===== src/rtl/integrator_pkg.sv =====
// Shared types and default widths for the integrator core and its dump sequencer.
// No logic; latency and backpressure do not apply.
package integrator_pkg;

    localparam int IN_W_DEF  = 8;
    localparam int ACC_W_DEF = 16;
    localparam int CNT_W_DEF = 12;

    typedef enum logic [2:0] {
        ST_IDLE   = 3'd0,
        ST_CLEAR  = 3'd1,
        ST_RUN    = 3'd2,
        ST_STRB   = 3'd3,
        ST_SETTLE = 3'd4,
        ST_DUMP   = 3'd5
    } state_t;

endpackage


===== src/rtl/integrator_dump_ctrl.sv =====
// Integrate-and-dump sequencer: one strobe per accepted sample, dumps the core every win_len samples; INTEGRATOR_DUMP_SEQ_EN adds dump_seq.
// First s_ready 2 cycles after start, dump_valid 3 cycles after the last sample; dump_ready low holds data, a newer dump overwrites and sets dump_overrun.
module integrator_dump_ctrl
    import integrator_pkg::*;
#(
    parameter int IN_W  = IN_W_DEF,
    parameter int ACC_W = ACC_W_DEF,
    parameter int CNT_W = CNT_W_DEF
) (
    input  logic             clk,
    input  logic             rst_n,
    input  logic             start,
    input  logic             stop,
    input  logic             abort,
    input  logic [CNT_W-1:0] win_len,
    input  logic             s_valid,
    output logic             s_ready,
    input  logic [IN_W-1:0]  s_data,
    output logic             core_enable,
    output logic             core_strobe,
    output logic [IN_W-1:0]  core_sample,
    output logic             core_clr_n,
    input  logic [ACC_W-1:0] acc_in,
    input  logic             ovf_in,
    output logic             dump_valid,
    input  logic             dump_ready,
    output logic [ACC_W-1:0] dump_data,
    output logic             dump_ovf,
    output logic             dump_overrun,
`ifdef INTEGRATOR_DUMP_SEQ_EN
    output logic [7:0]       dump_seq,
`endif
    output logic             busy
);

    state_t           state_q, state_d;
    logic [CNT_W-1:0] cnt_q, cnt_d;
    logic [CNT_W-1:0] len_q, len_d;
    logic [CNT_W-1:0] cnt_inc;
    logic             stop_q, stop_d;
    logic             s_ready_q, s_ready_d;
    logic             core_enable_q, core_enable_d;
    logic             core_strobe_q, core_strobe_d;
    logic [IN_W-1:0]  core_sample_q, core_sample_d;
    logic             core_clr_n_q, core_clr_n_d;
    logic             dump_valid_q, dump_valid_d;
    logic [ACC_W-1:0] dump_data_q, dump_data_d;
    logic             dump_ovf_q, dump_ovf_d;
    logic             dump_overrun_q, dump_overrun_d;
    logic             busy_q, busy_d;
    logic             dump_load;
`ifdef INTEGRATOR_DUMP_SEQ_EN
    logic [7:0]       seq_cnt_q, seq_cnt_d;
    logic [7:0]       dump_seq_q, dump_seq_d;
`endif

    assign cnt_inc = cnt_q + CNT_W'(1);

    always_comb begin
        state_d       = state_q;
        cnt_d         = cnt_q;
        len_d         = len_q;
        core_sample_d = core_sample_q;
        dump_load     = 1'b0;
        stop_d        = stop_q | (stop & (state_q != ST_IDLE));

        case (state_q)
            ST_IDLE: begin
                if (start) state_d = ST_CLEAR;
            end
            ST_CLEAR: begin
                cnt_d   = '0;
                len_d   = (win_len == '0) ? CNT_W'(1) : win_len;
                state_d = ST_RUN;
            end
            ST_RUN: begin
                // s_ready_q is high only in RUN, so it doubles as the handshake qualifier
                if (s_valid && s_ready_q) begin
                    core_sample_d = s_data;
                    state_d       = ST_STRB;
                end
            end
            ST_STRB: begin
                cnt_d   = cnt_inc;
                state_d = (cnt_inc == len_q) ? ST_SETTLE : ST_RUN;
            end
            ST_SETTLE: begin
                state_d = ST_DUMP;
            end
            ST_DUMP: begin
                dump_load = 1'b1;
                if (stop_q || stop) begin
                    stop_d  = 1'b0;
                    state_d = ST_IDLE;
                end else begin
                    state_d = ST_CLEAR;
                end
            end
            default: state_d = ST_IDLE;
        endcase

        if (abort) begin
            state_d       = ST_IDLE;
            stop_d        = 1'b0;
            dump_load     = 1'b0;
            cnt_d         = cnt_q;
            core_sample_d = core_sample_q;
        end

        // A load in the same cycle as acceptance simply replaces the accepted word.
        dump_valid_d   = dump_valid_q & ~dump_ready;
        dump_overrun_d = dump_overrun_q | (dump_load & dump_valid_q & ~dump_ready);
        dump_data_d    = dump_data_q;
        dump_ovf_d     = dump_ovf_q;
        if (dump_load) begin
            dump_valid_d = 1'b1;
            dump_data_d  = acc_in;
            dump_ovf_d   = ovf_in;
        end

`ifdef INTEGRATOR_DUMP_SEQ_EN
        seq_cnt_d  = seq_cnt_q;
        dump_seq_d = dump_seq_q;
        if (dump_load) begin
            dump_seq_d = seq_cnt_q;
            seq_cnt_d  = seq_cnt_q + 8'd1;
        end
`endif

        s_ready_d     = (state_d == ST_RUN);
        core_enable_d = (state_d == ST_RUN) || (state_d == ST_STRB) ||
                        (state_d == ST_SETTLE) || (state_d == ST_DUMP);
        core_strobe_d = (state_d == ST_STRB);
        core_clr_n_d  = (state_d != ST_CLEAR);
        busy_d        = (state_d != ST_IDLE);
    end

    always_ff @(posedge clk or negedge rst_n) begin
        if (!rst_n) begin
            state_q        <= ST_IDLE;
            cnt_q          <= '0;
            len_q          <= '0;
            stop_q         <= 1'b0;
            s_ready_q      <= 1'b0;
            core_enable_q  <= 1'b0;
            core_strobe_q  <= 1'b0;
            core_sample_q  <= '0;
            core_clr_n_q   <= 1'b0;
            dump_valid_q   <= 1'b0;
            dump_data_q    <= '0;
            dump_ovf_q     <= 1'b0;
            dump_overrun_q <= 1'b0;
            busy_q         <= 1'b0;
`ifdef INTEGRATOR_DUMP_SEQ_EN
            seq_cnt_q      <= '0;
            dump_seq_q     <= '0;
`endif
        end else begin
            state_q        <= state_d;
            cnt_q          <= cnt_d;
            len_q          <= len_d;
            stop_q         <= stop_d;
            s_ready_q      <= s_ready_d;
            core_enable_q  <= core_enable_d;
            core_strobe_q  <= core_strobe_d;
            core_sample_q  <= core_sample_d;
            core_clr_n_q   <= core_clr_n_d;
            dump_valid_q   <= dump_valid_d;
            dump_data_q    <= dump_data_d;
            dump_ovf_q     <= dump_ovf_d;
            dump_overrun_q <= dump_overrun_d;
            busy_q         <= busy_d;
`ifdef INTEGRATOR_DUMP_SEQ_EN
            seq_cnt_q      <= seq_cnt_d;
            dump_seq_q     <= dump_seq_d;
`endif
        end
    end

    assign s_ready      = s_ready_q;
    assign core_enable  = core_enable_q;
    assign core_strobe  = core_strobe_q;
    assign core_sample  = core_sample_q;
    assign core_clr_n   = core_clr_n_q;
    assign dump_valid   = dump_valid_q;
    assign dump_data    = dump_data_q;
    assign dump_ovf     = dump_ovf_q;
    assign dump_overrun = dump_overrun_q;
    assign busy         = busy_q;
`ifdef INTEGRATOR_DUMP_SEQ_EN
    assign dump_seq     = dump_seq_q;
`endif

endmodule


===== config.mk =====
export PLATFORM = sky130hd
export DESIGN_NAME = integrator_dump_ctrl
export DESIGN_NICKNAME = d
export VERILOG_FILES = /design/src/rtl/integrator_pkg.sv /design/src/rtl/integrator_dump_ctrl.sv
export SDC_FILE = /design/constraint.sdc
export NUM_CORES = 1
export LEC_CHECK = 0
export ABC_AREA = 0
export CAP_MARGIN = 20
export CORE_ASPECT_RATIO = 1.5
export CORE_MARGIN = 4
export CORE_UTILIZATION = 54
export CTS_BUF_LIST = sky130_fd_sc_hd__clkbuf_4
export CTS_CLUSTER_DIAMETER = 150
export DETAILED_ROUTE_END_ITERATION = 10
export PLACE_DENSITY = 0.88
export SKIP_CTS_REPAIR_TIMING = 1
export SKIP_LAST_GASP = 1
export SLEW_MARGIN = 40
export SYNTH_ARGS = -nofsm -noshare
export SYNTH_HDL_FRONTEND = slang
export SYNTH_SLANG_ARGS = --single-unit

===== constraint.sdc =====
create_clock -name clk -period 6.4 [get_ports clk]
set_input_delay 0.96 -clock clk [delete_from_list [all_inputs] [get_ports clk]]
set_output_delay 0.96 -clock clk [all_outputs]
set_load 0.03 [all_outputs]

==> Word-level counts from Yosys, hierarchy flattened <==
Index checks and enable logic that the tools add are counted.
{ "word_totals": {"register_bits": 60, "latch_bits": 0, "ramBits": 0, "mem_bits_ro": 0, "inputBits": 44, "wordCells": 60, "mem_count": 0} }
{ "op_classes": {"addsub": 1, "mul": 0, "n_div": 0, "n_lt_le_gt_ge": 0, "eq_ne": 11, "shifts": 0, "mux": 14, "n_bitwise": 8, "n_reduce_logical": 12} }
{ "ops": {"columns": ["op", "n"], "rows": [
  ["$pmux 12 s2", 1],
  ["$pmux 3 s6", 1],
  ["$add 12x1->12 const B", 1],
  ["$eq 12x12->1", 1],
  ["$eq 3x2->1 const B", 4],
  ["$eq 3x3->1 const B", 4],
  ["$logic_not 12->1", 1],
  ["$mux 12", 1],
  ["$mux 3", 4],
  ["$mux 1", 7],
  ["$reduce_bool 3->1", 2],
  ["$and 1x1->1", 4],
  ["$logic_or 1x1->1", 4],
  ["$eq 3x1->1 const B", 1],
  ["$logic_not 3->1", 1],
  ["$ne 3x1->1 const B", 1],
  ["$reduce_and 3->1", 1],
  ["$not 1->1", 2],
  ["$or 1x1->1", 2],
  ["$reduce_and 2->1", 1],
  ["$reduce_bool 2->1", 1],
  ["$logic_and 1x1->1", 1]
]} }

==> Depth between registers and ports, before layout <==
{ "logic_depth": {"depth_word": 9, "depth_mapped": 8, "ltp_nobuf": 7} }

==> Worst setup path after synthesis <==
Ideal clock, no wire load.
{ "synth_path": {"path_type": "input port to flip-flop", "startpoint": "input abort", "endpoint": "register dump_data_q[10] (netlist: dump_data[10])", "setup_ns": 0.125, "arrival_ns": 2.127, "required_ns": 6.275, "path_slack_ns": 4.148, "path_stages": 5, "n_path_buf": 3, "cell_sequence": "clkbuf_2 nor4bb_1 buf_2 buf_2 mux2_2"} }
{ "synth_via": {"elab_chain_cells": 1} }
{ "synth_rtl": {"columns": ["item", "line", "source"], "rows": [
  ["from (decl)", "integrator_dump_ctrl.sv:14", "input logic abort,"],
  ["$mux 1", "integrator_dump_ctrl.sv:102", "if (abort) begin"],
  ["to (signal assigned)", "integrator_dump_ctrl.sv:169", "dump_data_q <= dump_data_d;"],
  ["to (decl)", "integrator_dump_ctrl.sv:47", "logic [ACC_W-1:0] dump_data_q, dump_data_d;"]
]} }
Every way passes these cells.
A chain may end at the register's enable or synchronous reset.

==> Final worst setup path <==
{ "layout_path": {"startpoint": "input abort", "endpoint": "register cnt_q[5]"} }
{ "layout_via": {"elab_chain_cells": 2} }
{ "layout_rtl": {"columns": ["item", "line", "source"], "rows": [
  ["$not 1->1 (no source line)", null, null],
  ["$reduce_and 2->1 (no source line)", null, null],
  ["to (signal assigned)", "integrator_dump_ctrl.sv:160", "cnt_q <= cnt_d;"],
  ["to (decl)", "integrator_dump_ctrl.sv:37", "logic [CNT_W-1:0] cnt_q, cnt_d;"]
]} }
Every way passes these cells.

==> impl_metrics.tcl <==
set metrics [dict create \
    switching_share_pct 29.6 \
    crit_path_top_delay_cell "sky130_fd_sc_hd__clkdlybuf4s50_1" \
    register_area_um2 1500 \
    synth-async-reset-ratio_pct 100 \
    io_pins 76 \
    power_density_nw_per_um2 246 \
    drive_gt1_share_pct 15.4 \
    detail_route.iter0.violations 178 \
    synth_top_cells_by_area "sky130_fd_sc_hd__dfrtp_1 53%, sky130_fd_sc_hd__mux2_2 11%, sky130_fd_sc_hd__nand2_1 5.9%, sky130_fd_sc_hd__xnor2_1 3.7%, sky130_fd_sc_hd__nor2_1 2.4%" \
    wire_per_inst_um 16.6 \
    yosys_warnings 0 \
    cts_tree "done" \
    worst_clock_skew_ns 0.0123 \
    initial_core_util_pct 57.2 \
    max_cap_viol_count 0 \
    first_global_vias 2309 \
    grt_pass1_wl_mm 11.0 \
    dominantRegCellSynth "sky130_fd_sc_hd__dfrtp_1" \
    final-max-slew-violation-count 0 \
    filler_cell_count 331 \
    post_synth_inst_count 262 \
    synthesized_area_per_cell_um2 10.8 \
    place_congestion 0.837 \
    cts-buffers-inserted 9 \
    path_delay_family "simple AND/OR/NAND/NOR gates" \
    synth_fp_nets 307 \
    static-leakage-power_uw 0.00161 \
    layout.core_utilization_pct 75.5 \
    sequential_to_total_area_share_from_yosys_stat_pct 53.3 \
    hold_start "core_sample[1]" \
    antennaDiodeCount 0 \
    final_design_area_no_fill_um2 3720 \
    timing_hold_violations_final 0 \
    synth_cell_types 40 \
    p_comb_share_pct 23.5 \
    unrepaired_setup_endpoints_after_global_routing "false" \
    drtPass1Iterations 4 \
    synth.most_common_cell "sky130_fd_sc_hd__dfrtp_1" \
    yosysTopAreaCellShare_pct 53.3 \
    share_clk_of_total_power_pct 26.3 \
    cp.arrival_ns 2.99 \
    use_met1_pct 24.0 \
    slew-limit-headroom_pct 51.5 \
    vdd_drop_max_v 0.000169 \
    grt_max_degree 61 \
    period_needed_ns 2.65 \
    grt.met2_usage_pct 43.0 \
    postRouteWirelength_mm 6.69 \
    die_h_um 96.5 \
    placed_cells_incl_taps 390 \
    syn-cell-area_um2 2820 \
    placeableCoreArea_um2 4930 \
    remaining_drc_errors 0 \
    clkLatencyLatePin_ns 0.40 \
    final_antenna_net_count 0 \
    worst_setup_hold_path_clk_slew_ns 0.09 \
    power_report.internal_total_uw 644 \
    hold_path_class "flip-flop to flip-flop" \
    grt_resource_usage_total_pct 23.5 \
    power_switching_uw 270 \
    seq_pwr_share_pct 50.3 \
    clock_path_buffers 2 \
    overflow 0 \
    synth-edff-count 0 \
    design.final.nets 380 \
    tightestPinTransition_ns 0.726 \
    vias 2191 \
    final_min_period_over_clock_period_pct 41.4 \
    multi_input_comb_area_um2 1240 \
    dpl_cell_area_um2 3600 \
    yosys.area.top_type "sky130_fd_sc_hd__dfrtp_1" \
    layout.cells.non_filler 403 \
    critPathBufInv 1 \
    cp_common_cell "sky130_fd_sc_hd__nand2_1" \
    critical_path_origin "abort" \
    startpoint_type "input port" \
    area_growth_syn_to_layout_pct 31.9 \
    row_count 31 \
    die_outline_area_um2 6460 \
    fmax_mhz 378 \
    reg2reg_setup_slack_ns 4.01 \
    worstSetupEndpointType "flip-flop" \
    place_hpwl_mm 4.88 \
    worstPathCellList "clkdlybuf4s50_1 > nor2_1 > nand2_1 > or4_1 > nand2_1 > a22o_1" \
    grt-busiest-layer "met2" \
    cp_data_required_time_ns 6.74 \
    status "finished, final reports clean" \
    vias_per_cell 5.44 \
    grt_use_met3_pct 6.48 \
    io_buffers 75 \
    rr_startpoint "cnt_q[0]" \
    antenna_found_initial 0 \
    cts_root_buf "sky130_fd_sc_hd__clkbuf_4" \
    clock-sinks 60 \
    synth_top_cells_by_count "60 x sky130_fd_sc_hd__dfrtp_1, 44 x sky130_fd_sc_hd__nand2_1, 28 x sky130_fd_sc_hd__mux2_2, 18 x sky130_fd_sc_hd__nor2_1, 13 x sky130_fd_sc_hd__o21ai_0" \
    setup_total_negative_slack_ns 0 \
    path_max_fanout 24 \
    clock_tree.htree_level_count 3 \
    timing.final.setup_violations 0 \
    synth-seq-cells 60 \
    fp.dieW_um 67.0 \
    critical_path.max_stage_delay_ns 0.57 \
    setup.worst_path.class "input port to flip-flop" \
]
==> final timing paths <==
path / to / depth (start not counted)
worst max-delay path: cnt_q[5] / 6
worst max register to register: state_q[2] / 7
min in group asynchronous: dump_data[3] / 2
max in group asynchronous: core_clr_n / 2
worst min register to register: core_sample[1] / 2
worst min-delay path: core_sample[1] / 2
==> area by class of cell <==
cell class,count,area share [%]
clock buffers,9,1.82
clock inverters,4,1.18
inverters,3,0.303
multi-input cells,183,33.3
flip-flops and latches,60,40.4
well taps,66,2.22
repair buffers,78,20.8
==> metrics by stage <==
step           hold WS, ns  total power [µW]  setup WS (ns)
2_1_floorplan        0.501               592           4.15
3_3_place_gp         0.451               671           3.24
3_5_place_dp         0.463               682           3.37
4_1_cts              0.494               922           3.77
5_1_grt              0.513               958           3.62
6_report             0.491               914           3.75
==> power groups by stage <==
stage                     logic, µW  registers [µW]  clock network (µW)
after floorplan                 108             483                   0
after global placement          206             465                   0
after detailed placement        214             467                   0
after CTS                       216             460                 245
after global routing            233             466                 259
final                           215             460                 240
==> flip-flops by register name, indices dropped and copies added, names as in the netlist <==
signal	flops
dump_data	16
cnt_q	12
len_q	12
core_sample	8
state_q	3
busy	1
core_clr_n	1
core_enable	1
core_strobe	1
dump_overrun	1
dump_ovf	1
dump_valid	1
s_ready	1
stop_q	1
==> cells in the final DEF (no fill, tap or decap), types with 4 or more instances in the layout <==
master / netlist / final
sky130_fd_sc_hd__mux2i_1: 5 / 5
sky130_fd_sc_hd__nor4_1: 4 / 4
sky130_fd_sc_hd__mux2_2: 28 / 28
sky130_fd_sc_hd__clkdlybuf4s50_1: 0 / 74
sky130_fd_sc_hd__nor3_1: 8 / 8
sky130_fd_sc_hd__clkbuf_4: 0 / 9
sky130_fd_sc_hd__dfrtp_1: 60 / 60
sky130_fd_sc_hd__xor2_1: 6 / 6
sky130_fd_sc_hd__nand3_1: 6 / 6
sky130_fd_sc_hd__o21ai_0: 13 / 13
sky130_fd_sc_hd__nand4_1: 4 / 4
sky130_fd_sc_hd__nor2_1: 18 / 17
sky130_fd_sc_hd__nand2_1: 44 / 44
sky130_fd_sc_hd__a21oi_1: 6 / 6
sky130_fd_sc_hd__xnor2_1: 12 / 12
==> logic make-up (layout without fill, tap and decap cells) <==
kind of cell,Yosys count,in the layout,synth area share (%)
and+or+nand+nor,100,100,17.1
DFF,60,60,53.3
muxes,33,33,13.0
AOI/OAI and AO/OA,30,30,6.62
xor gates and xnor gates,19,19,6.17
buffers and inverters,19,94,3.37
adders and majority gates,1,1,0.444
==> worst register-to-register path, cell delays in order, from the launching register on <==
cell                      delay (ns)
sky130_fd_sc_hd__dfrtp_1        0.47
sky130_fd_sc_hd__ha_1           0.28
sky130_fd_sc_hd__nand3_1        0.17
sky130_fd_sc_hd__xnor2_1        0.18
sky130_fd_sc_hd__nor4_2         0.35
sky130_fd_sc_hd__nand4_1        0.15
sky130_fd_sc_hd__or4_1          0.52
sky130_fd_sc_hd__a21oi_1        0.18
==> per-layer routing <==
layer | up-vias | wire (µm)
li1 | 1045 | -
met4 | 0 | 181
met2 | 65 | 3750
met3 | 13 | 372
met5 | - | 0
met1 | 1068 | 2390
Power figures use the tool's default switching activity.
